===== src/rtl/eco_chk_pkg.sv =====
// -----------------------------------------------------------------------------
// eco_chk_pkg
// Shared types and constants for the ECO cone-equivalence sweep controller.
//   A_W / B_W / Y_W : default operand and cone-output widths
//   IDX_W           : width of the flattened vector index {A, B}
//   NUM_VEC         : number of vectors in one exhaustive sweep
//   state_t         : controller FSM states
//   tag_t           : {idx, valid} token that travels alongside the cone latency
// -----------------------------------------------------------------------------
package eco_chk_pkg;

  localparam int A_W     = 5;
  localparam int B_W     = 5;
  localparam int Y_W     = 3;
  localparam int IDX_W   = A_W + B_W;
  localparam int NUM_VEC = 1 << IDX_W;

  typedef enum logic [1:0] {
    IDLE,
    SWEEP,
    DRAIN,
    DONE
  } state_t;

  typedef struct packed {
    logic [IDX_W-1:0] idx;
    logic             valid;
  } tag_t;

endpackage


===== src/rtl/eco_tag_pipe.sv =====
// -----------------------------------------------------------------------------
// eco_tag_pipe
// DEPTH-deep shift register of vector tags that mirrors the cone latency, so a
// tag leaves the pipe in the same cycle the matching cone outputs are valid.
// DEPTH = 0 is a plain pass-through.
//   clk, rst_n   : clock, asynchronous active-low reset
//   flush_i      : synchronously invalidates every stage
//   tag_i        : tag of the vector currently on the stimulus bus
//   tag_o        : tag whose cone result is valid this cycle
//   any_valid_o  : a valid tag will still be awaiting comparison after the
//                  next edge (tag_i or any stage other than the output stage)
// -----------------------------------------------------------------------------
module eco_tag_pipe
  import eco_chk_pkg::*;
#(
  parameter int DEPTH = 1
) (
  input  logic clk,
  input  logic rst_n,
  input  logic flush_i,
  input  tag_t tag_i,
  output tag_t tag_o,
  output logic any_valid_o
);

  if (DEPTH == 0) begin : g_bypass

    assign tag_o       = tag_i;
    // The tag on the bus is compared in this very cycle, so nothing remains
    // in flight afterwards.
    assign any_valid_o = 1'b0;

  end else begin : g_shift

    tag_t stage_q [DEPTH];
    logic any_v;

    // NOTE: every stage is reset because the valid bits are control state; a
    // stale valid tag after reset would be counted as a real comparison.
    always_ff @(posedge clk or negedge rst_n) begin
      if (!rst_n) begin
        for (int i = 0; i < DEPTH; i++) stage_q[i] <= '0;
      end else if (flush_i) begin
        for (int i = 0; i < DEPTH; i++) stage_q[i] <= '0;
      end else begin
        stage_q[0] <= tag_i;
        for (int i = 1; i < DEPTH; i++) stage_q[i] <= stage_q[i-1];
      end
    end

    // The output stage is consumed at the coming edge; everything upstream
    // of it (including the tag being pushed now) is still in flight.
    always_comb begin
      any_v = tag_i.valid;
      for (int i = 0; i < DEPTH - 1; i++) any_v = any_v | stage_q[i].valid;
    end

    assign tag_o       = stage_q[DEPTH-1];
    assign any_valid_o = any_v;

  end

endmodule


===== src/rtl/eco_cone_sweep_ctrl.sv =====
// -----------------------------------------------------------------------------
// eco_cone_sweep_ctrl
// Exhaustively drives every {A,B} operand pair into the original and the
// ECO-revised cone, compares their outputs after SAMPLE_LAT cycles, counts
// mismatching vectors and records the first failing vector.
// Operand widths follow eco_chk_pkg; W_A/W_B/W_Y must match the package.
//   clk, rst_n      : clock, asynchronous active-low reset
//   start           : begin a sweep (accepted only in IDLE or DONE)
//   abort           : cancel and clear everything, return to IDLE (beats start)
//   a_o, b_o        : registered stimulus to both cones
//   y_ref_i/y_rev_i : original / revised cone outputs
//   busy            : sweep issuing or draining
//   done, pass      : sweep finished; pass when no mismatch was seen
//   mismatch_cnt    : number of mismatching vectors
//   ff_valid, ff_a, ff_b, ff_ref, ff_rev : first-failure record
// -----------------------------------------------------------------------------
module eco_cone_sweep_ctrl
  import eco_chk_pkg::*;
#(
  parameter int W_A          = A_W,
  parameter int W_B          = B_W,
  parameter int W_Y          = Y_W,
  parameter int SAMPLE_LAT   = 1,
  parameter int STOP_ON_FAIL = 0
) (
  input  logic                 clk,
  input  logic                 rst_n,
  input  logic                 start,
  input  logic                 abort,
  output logic [W_A-1:0]       a_o,
  output logic [W_B-1:0]       b_o,
  input  logic [W_Y-1:0]       y_ref_i,
  input  logic [W_Y-1:0]       y_rev_i,
  output logic                 busy,
  output logic                 done,
  output logic                 pass,
  output logic [W_A+W_B:0]     mismatch_cnt,
  output logic                 ff_valid,
  output logic [W_A-1:0]       ff_a,
  output logic [W_B-1:0]       ff_b,
  output logic [W_Y-1:0]       ff_ref,
  output logic [W_Y-1:0]       ff_rev
);

  // One extra bit so the count can reach NUM_VEC without wrapping.
  localparam int CNT_W = W_A + W_B + 1;

  state_t           state_q;
  logic [IDX_W-1:0] issue_idx_q;   // next vector to put on the bus
  logic [IDX_W-1:0] cur_idx_q;     // vector currently on the bus
  logic             issue_vld_q;   // bus carries a real vector
  logic             busy_q, done_q, pass_q;
  logic [CNT_W-1:0] mis_cnt_q;
  logic             ff_valid_q;
  logic [W_A-1:0]   ff_a_q;
  logic [W_B-1:0]   ff_b_q;
  logic [W_Y-1:0]   ff_ref_q, ff_rev_q;

  tag_t tag_in, tag_out;
  logic in_flight;
  logic mis;

  assign tag_in = '{idx: cur_idx_q, valid: issue_vld_q};

  eco_tag_pipe #(
    .DEPTH (SAMPLE_LAT)
  ) u_pipe (
    .clk         (clk),
    .rst_n       (rst_n),
    .flush_i     (abort),
    .tag_i       (tag_in),
    .tag_o       (tag_out),
    .any_valid_o (in_flight)
  );

  assign mis = tag_out.valid && (y_ref_i != y_rev_i);

  always_ff @(posedge clk or negedge rst_n) begin
    if (!rst_n) begin
      state_q     <= IDLE;
      issue_idx_q <= '0;
      cur_idx_q   <= '0;
      issue_vld_q <= 1'b0;
      busy_q      <= 1'b0;
      done_q      <= 1'b0;
      pass_q      <= 1'b0;
      mis_cnt_q   <= '0;
      ff_valid_q  <= 1'b0;
      ff_a_q      <= '0;
      ff_b_q      <= '0;
      ff_ref_q    <= '0;
      ff_rev_q    <= '0;
    end else if (abort) begin
      state_q     <= IDLE;
      issue_idx_q <= '0;
      cur_idx_q   <= '0;
      issue_vld_q <= 1'b0;
      busy_q      <= 1'b0;
      done_q      <= 1'b0;
      pass_q      <= 1'b0;
      mis_cnt_q   <= '0;
      ff_valid_q  <= 1'b0;
      ff_a_q      <= '0;
      ff_b_q      <= '0;
      ff_ref_q    <= '0;
      ff_rev_q    <= '0;
    end else begin
      // Compare the tag emerging from the pipe against this cycle's outputs.
      if (mis) begin
        mis_cnt_q <= mis_cnt_q + CNT_W'(1);
        if (!ff_valid_q) begin
          ff_valid_q <= 1'b1;
          ff_a_q     <= tag_out.idx[IDX_W-1 -: W_A];
          ff_b_q     <= tag_out.idx[W_B-1:0];
          ff_ref_q   <= y_ref_i;
          ff_rev_q   <= y_rev_i;
        end
      end

      case (state_q)
        IDLE, DONE: begin
          if (start) begin
            // These clears are written after the compare above so they take
            // precedence; no tag is ever valid in IDLE/DONE anyway.
            state_q     <= SWEEP;
            busy_q      <= 1'b1;
            done_q      <= 1'b0;
            pass_q      <= 1'b0;
            issue_idx_q <= '0;
            mis_cnt_q   <= '0;
            ff_valid_q  <= 1'b0;
            ff_a_q      <= '0;
            ff_b_q      <= '0;
            ff_ref_q    <= '0;
            ff_rev_q    <= '0;
          end
        end

        SWEEP: begin
          if ((STOP_ON_FAIL != 0) && mis) begin
            // Stop issuing at once; tags already in the pipe still drain.
            state_q     <= DRAIN;
            cur_idx_q   <= '0;
            issue_vld_q <= 1'b0;
          end else begin
            cur_idx_q   <= issue_idx_q;
            issue_vld_q <= 1'b1;
            issue_idx_q <= issue_idx_q + IDX_W'(1);
            if (issue_idx_q == IDX_W'(NUM_VEC - 1)) state_q <= DRAIN;
          end
        end

        DRAIN: begin
          cur_idx_q   <= '0;
          issue_vld_q <= 1'b0;
          if (!in_flight) begin
            state_q <= DONE;
            busy_q  <= 1'b0;
            done_q  <= 1'b1;
            // Include a mismatch on the final tag compared at this same edge.
            pass_q  <= (mis_cnt_q == '0) && !mis;
          end
        end

        default: state_q <= IDLE;
      endcase
    end
  end

  assign a_o          = cur_idx_q[IDX_W-1 -: W_A];
  assign b_o          = cur_idx_q[W_B-1:0];
  assign busy         = busy_q;
  assign done         = done_q;
  assign pass         = pass_q;
  assign mismatch_cnt = mis_cnt_q;
  assign ff_valid     = ff_valid_q;
  assign ff_a         = ff_a_q;
  assign ff_b         = ff_b_q;
  assign ff_ref       = ff_ref_q;
  assign ff_rev       = ff_rev_q;

endmodule


===== config.mk =====
export PLATFORM = sky130hd
export DESIGN_NAME = eco_cone_sweep_ctrl
export DESIGN_NICKNAME = d
export VERILOG_FILES = /design/src/rtl/eco_chk_pkg.sv /design/src/rtl/eco_tag_pipe.sv /design/src/rtl/eco_cone_sweep_ctrl.sv
export SDC_FILE = /design/constraint.sdc
export NUM_CORES = 1
export LEC_CHECK = 0
export ABC_AREA = 1
export CORE_MARGIN = 2
export CORE_UTILIZATION = 47
export CTS_CLUSTER_DIAMETER = 100
export DETAILED_ROUTE_END_ITERATION = 6
export PLACE_DENSITY = 0.75
export SLEW_MARGIN = 0
export SYNTH_ARGS = -nofsm -noshare
export SYNTH_HDL_FRONTEND = slang
export SYNTH_SLANG_ARGS = --single-unit

===== constraint.sdc =====
create_clock -name clk -period 1.5 [get_ports clk]
set_clock_uncertainty 0.05 [all_clocks]
set_input_delay 0.3 -clock clk [delete_from_list [all_inputs] [get_ports clk]]
set_output_delay 0.3 -clock clk [all_outputs]
set_load 0.02 [all_outputs]

==> impl_results.md <==
* Initial antenna violation count at 0
* Htree depth at 3
* Cells along the critical path: inv_2 -> ha_4 -> nor2_4 -> nor2_4 -> clkinv_4 -> clkbuf_16 -> o21ai_1 -> nor2_1
* Largest net degree at the start of global routing at 66
* Slew HR at 67.9%
* Pwr/cell area at 1430 nW/um^2
* Async SR Flop Fraction at 100%
* Root buffer selected by CTS: clkbuf_8
* Die X at 83.7 um
* CP max-delay cell: dfrtp_1
* Cells after Synth at 348
* Arrival time worst endpoint at 1.78 ns
* First-pass GRT wire length at 10.9 mm
* Achievable frequency at 0.632 GHz
* Final period utilization at 105%
* Worst r2r path cells at 8
* TritonCTS buffer count at 9
* Setup-failing EPs final at 27
* Mean Syn Cell Area at 8.57 um^2
* # IOs at 51
* Worst path max stage delay at 0.40 ns
* Final Cell Area at 4410 um^2
* Worst Tran Pin Value at 0.480 ns
* Worst setup SP type: flop
* Hold crit path type: in2reg
* Vias at 2669
* CTS tree: built
* Layout cells sized above 1 at 30.4%
* Critical Path RT at 1.70 ns
* Drt wl/cell at 14.2 um
* Clock Latency Late Sink at 0.35 ns
* Sequential fraction of the synthesis area at 54.6%
* Predominant post-synthesis flop cell: dfrtp_1
* Post-synth EDFFs at 0
* Placed cell areas at 3780 um^2
* Synth area leader: dfrtp_1
* CP endpoint kind: flop
* Routed WL at 7.52 mm
* Total GRT Usage at 19.6%
* CP dominant cell by count: nor2_4
* Nets at 464
* ANT nets after route at 0
* Non-Filler Instances at 531
* Iteration-0 DRC Markers at 170
* P_leak at 2.31 nW
* Peak supply drop at 0.000922 V
* Max Buffers Root-to-Sink at 2
* Vias in the first global route at 2440
* Commonest non-fill, non-tap cell in the layout: dfrtp_1
* # rows at 29
* Dpl hpwl at 4.46 mm
* Clock Sink Count at 65
* DRC Markers at 0
* Critical path class: reg2reg
* Synth unique cells at 33
* Clock transition at path regs at 0.08 ns
* Violated checks: setup timing
* Min cycle time layout at 1.58 ns
* Post-DR vias/cell at 5.03
* RSZ-0062 raised after global routing: yes
* Max-Cap Viols at 0
* Initial Util at 47.8%
* Mapped Nets at 363
* Total gr overflow at 0
* Slack of the critical path at -0.0816 ns
* #FFs+latches synth at 65
* DR pass1 iterations at 5
* Post-synthesis cell area at 2980 um^2
* Crit path max fanout at 5
* Final hold vios at 0
* Post-layout util at 70.6%
* Area grow syn2layout at 47.8%
* Area contributors post-synth: dfrtp_1 (55%), nor2_1 (8.4%), nand2_1 (6.9%)
* DIE AREA at 7000 um^2
* Worst path depth at 8
* Top Family by Delay on Critical Path: flip-flops
* Hold Crit Depth at 3
* Worst slack at placement at -0.383 ns
* Buffers on Ports at 50
* Status: complete, but fails checks
* Slew Limit Fails at 0
* Die Y at 83.7 um
* Core ar. at 6240 um^2
* GP Congestion at 0.830
* Warnings from Yosys at 0
* Worst path bufs/invs at 3
* Cells after DPL at 499
* Top cell type's share of synthesized area at 54.6%
* Commonest cells after routing, fill and taps aside: dfrtp_1 (65), nor2_1 (57), inv_1 (47)
* ANT cells at 0
* FILL cells at 434
-- where the power goes --
part | total, W | switching (W) | internal (W)
clock | 0.00151 | 0.000733 | 0.000780
combinational | 0.00266 | 0.00147 | 0.00119
sequential | 0.00213 | 0.000165 | 0.00197
-- tightest hold or removal path, stage by stage --
cell	delay, ns
dlymetal6s2s_1	0.14
nor2_1	0.07
nor2_1	0.10
-- cells by family (layout without fill, tap and decap cells) --
logic type | after synthesis | after routing | share of synthesized area, %
simple gates | 155 | 155 | 22.9
xor+xnor | 4 | 4 | 1.18
buf+inv | 62 | 168 | 9.06
flops | 65 | 65 | 54.6
compound gates | 57 | 57 | 10.2
fa+ha+maj | 5 | 5 | 2.10
-- synthesized netlist by cell type (2+ instances only) --
| cell type | count |
|---|---|
| dfrtp_1 | 65 |
| ha_1 | 5 |
| buf_6 | 2 |
| xor2_1 | 3 |
| nor3_1 | 6 |
| nor2_1 | 67 |
| nand4_1 | 4 |
| o22ai_1 | 9 |
| nor2_2 | 2 |
| nor2_4 | 2 |
| nand3_2 | 2 |
| o21ai_0 | 29 |
| nand2_1 | 55 |
| inv_1 | 53 |
| a21oi_1 | 13 |
| nand3_1 | 9 |
| o21ai_1 | 3 |
| nand2_2 | 4 |
-- timing repair --
item	in CTS	in global routing
pin swaps	1	19
gates cloned	0	3
setup buffers	3	9
hold buffers	1	0
resized for setup	59	90
setup endpoints to repair	86	52
endpoints found under the hold margin	65	0
-- flip-flops by register name, summed over array words and instances, names as in the netlist --
name,count
issue_idx_q,10
ff_valid,1
cur_idx_q,10
ff_b,5
ff_rev,3
mismatch_cnt,11
u_pipe.tag_o,11
state_q,2
issue_vld_q,1
ff_ref,3
busy,1
pass,1
done,1
ff_a,5
-- through the flow --
stage / setup TNS, ns / hold WS, ns / total power [W]
finish: -1.09 / 0.258 / 0.00630
global route: -3.10 / 0.275 / 0.00660
CTS: -0.111 / 0.435 / 0.00558
detailed placement: -16.26 / 0.288 / 0.00406
global placement: -14.42 / 0.288 / 0.00402
floorplan: 0 / -0.0456 / 0.00317
-- layer usage --
metal  GRT usage [%]  wire, um
met5               0         0
met4            10.3       234
met3            3.26       280
met2            32.0      3900
met1            25.0      3100
-- area by class of cell --
| cell class | instances | area [um^2] | share of cell area, % |
|---|---|---|---|
| multi-input cells | 221 | 1360 | 30.7 |
| clock buffers | 9 | 124 | 2.81 |
| clock inverters | 7 | 77.6 | 1.76 |
| repair buffers | 97 | 908 | 20.6 |
| flip-flops and latches | 65 | 1630 | 36.9 |
| well taps | 77 | 96.3 | 2.19 |
| inverters | 55 | 219 | 4.97 |
-- worst paths after layout --
path	startpoint	to	slack [ns]
max in group asynchronous	rst_n	issue_idx_q[5]$_DFFE_PN0P_	0.70
worst max register to register	state_q[0]$_DFFE_PN0P_	ff_ref[0]$_DFF_PN0_	-0.08
min in group asynchronous	rst_n	ff_ref[2]$_DFF_PN0_	0.42
worst max-delay path	state_q[0]$_DFFE_PN0P_	ff_ref[0]$_DFF_PN0_	-0.08
worst min register to register	u_pipe.tag_o[2]$_DFF_PN0_	ff_b[1]$_DFF_PN0_	0.42
worst min-delay path	y_rev_i[0]	ff_rev[0]$_DFF_PN0_	0.26
Note: power is estimated with default switching activity, not from simulation.
==> variant (same settings) <==
The 4 states of `state_t` get a Gray code encoding in 2 bits.
--- a/src/rtl/eco_chk_pkg.sv
+++ b/src/rtl/eco_chk_pkg.sv
@@ -16,10 +16,10 @@
   localparam int NUM_VEC = 1 << IDX_W;
 
   typedef enum logic [1:0] {
-    IDLE,
-    SWEEP,
-    DRAIN,
-    DONE
+    IDLE  = 2'b00,
+    SWEEP = 2'b01,
+    DRAIN = 2'b11,
+    DONE  = 2'b10
   } state_t;
 
   typedef struct packed {
Check against the original RTL: same outputs for any inputs over 10 cycles, from zero or initial values and one cycle with rst_n low; not proved beyond that.
==> variant against the unedited design <==
The run still ends with setup timing left. Global-route usage is 0.73 points higher. Wire length is 6.6% lower. Non-clock buffer count is 7 lower. Setup slack better by 0.068 ns. Power is 11% lower. Area after synthesis is 1.5% lower. Sequential cell count stayed put. Cell area is 6.2% lower.
==> variant: results (changes against the unedited design) <==
dpl ws=-0.479 ns (-0.0959 ns); Lkg Pwr=0.00214 uW (-7.3%); Switching Power=1950 uW (-18%); DPL Wire Length=4530 um (+1.6%); starting DRC count in detailed routing=196 (+15%); Area contributors post-synth=dfrtp_1, nor2_1, nand2_1, inv_1, o21ai_1; syn nets=350 (-3.6%); worst r2r src=state_q[1]; Syn Inst Count=337 (-3.2%); placed cells=481 (-3.6%); Vias/cell=5.06 (+0.72%); Post-CTS Resized=44 (-25%); share of post-route cells with drive strength above 1=23.7% (-6.7 points); total vias in the final route=2582 (-3.3%); Worst VDD drop=0.861 mV (-6.6%); Setup Viol. Count Final=5 (-81%); post-synthesis compound-gate area fraction=11.5% (+1.3 points); drt first pass iters=4 (-1); GP Congestion=0.832 (+0.17%); failing checks=setup timing; CP max FO=10 (+5); final worst slack=-0.0133 ns (+0.0684 ns); status=finished, violations left; Setup Buffers After CTS=0 (-3); Post-Synth Adder-Cell Area=1.28% (-0.82 points); most frequent cells after synthesis=dfrtp_1, nor2_1, nand2_1, inv_1, o21ai_1; final net count=443 (-4.5%); gr usage total=20.3% (+0.73 points); post-synth cell types=35 (+6.1%)
## variant: stage by stage
stage	hold slack (ns)	cell area (um2)	TNS, ns
2_1_floorplan	-0.0456	2940	0
3_3_place_gp	0.286	3690	-14.96
3_5_place_dp	0.291	3690	-16.26
4_1_cts	0.429	3880	0
5_1_grt	0.263	4130	-2.20
6_report	0.253	4130	-0.0434
## variant: layout make-up
cell class | instances | area, um2
clock buffer | 9 | 124
timing repair buffer | 90 | 800
multi-input combinational | 217 | 1180
timing repair inverter | 2 | 17.5
clock inverter | 7 | 103
sequential | 65 | 1630
tap | 75 | 93.8
inverter | 45 | 191
fill | 470 | 1860
## variant: power groups by stage
stage               clock (uW)  sequential [uW]  combinational (uW)
finish                    1690             2100                1800
global placement             0             2120                1530
CTS                       1710             2090                1470
global route              1780             2130                1960
floorplan                    0             2280                 741
detailed placement           0             2130                1560
## variant: worst max-delay path, stage by stage, from the launching register on
cell,delay [ns]
dfrtp_2,0.45
nand2_1,0.10
nor2_2,0.06
nor2_4,0.15
clkinv_4,0.11
nor2_8,0.15
buf_12,0.15
inv_6,0.06
o21ai_1,0.08
nor2_1,0.05
## variant: worst paths after layout
| path | slack (ns) | to | depth (start not counted) |
|---|---|---|---|
| worst max register to register | -0.01 | ff_rev[2] | 9 |
| worst min register to register | 0.43 | ff_a[4] | 2 |
| worst max-delay path | -0.01 | ff_rev[2] | 9 |
| max in group asynchronous | 0.69 | state_q[1] | 3 |
| min in group asynchronous | 0.43 | cur_idx_q[1] | 3 |
| worst min-delay path | 0.25 | ff_ref[1] | 3 |
## variant: per-layer routing
metal	vias to the layer above	global-route usage (%)	share of wire, %
li1	1264	-	-
met1	1217	26.3	44
met2	88	31.7	49
met3	13	5.37	5.3
met4	0	9.99	1.6
met5	-	0	0
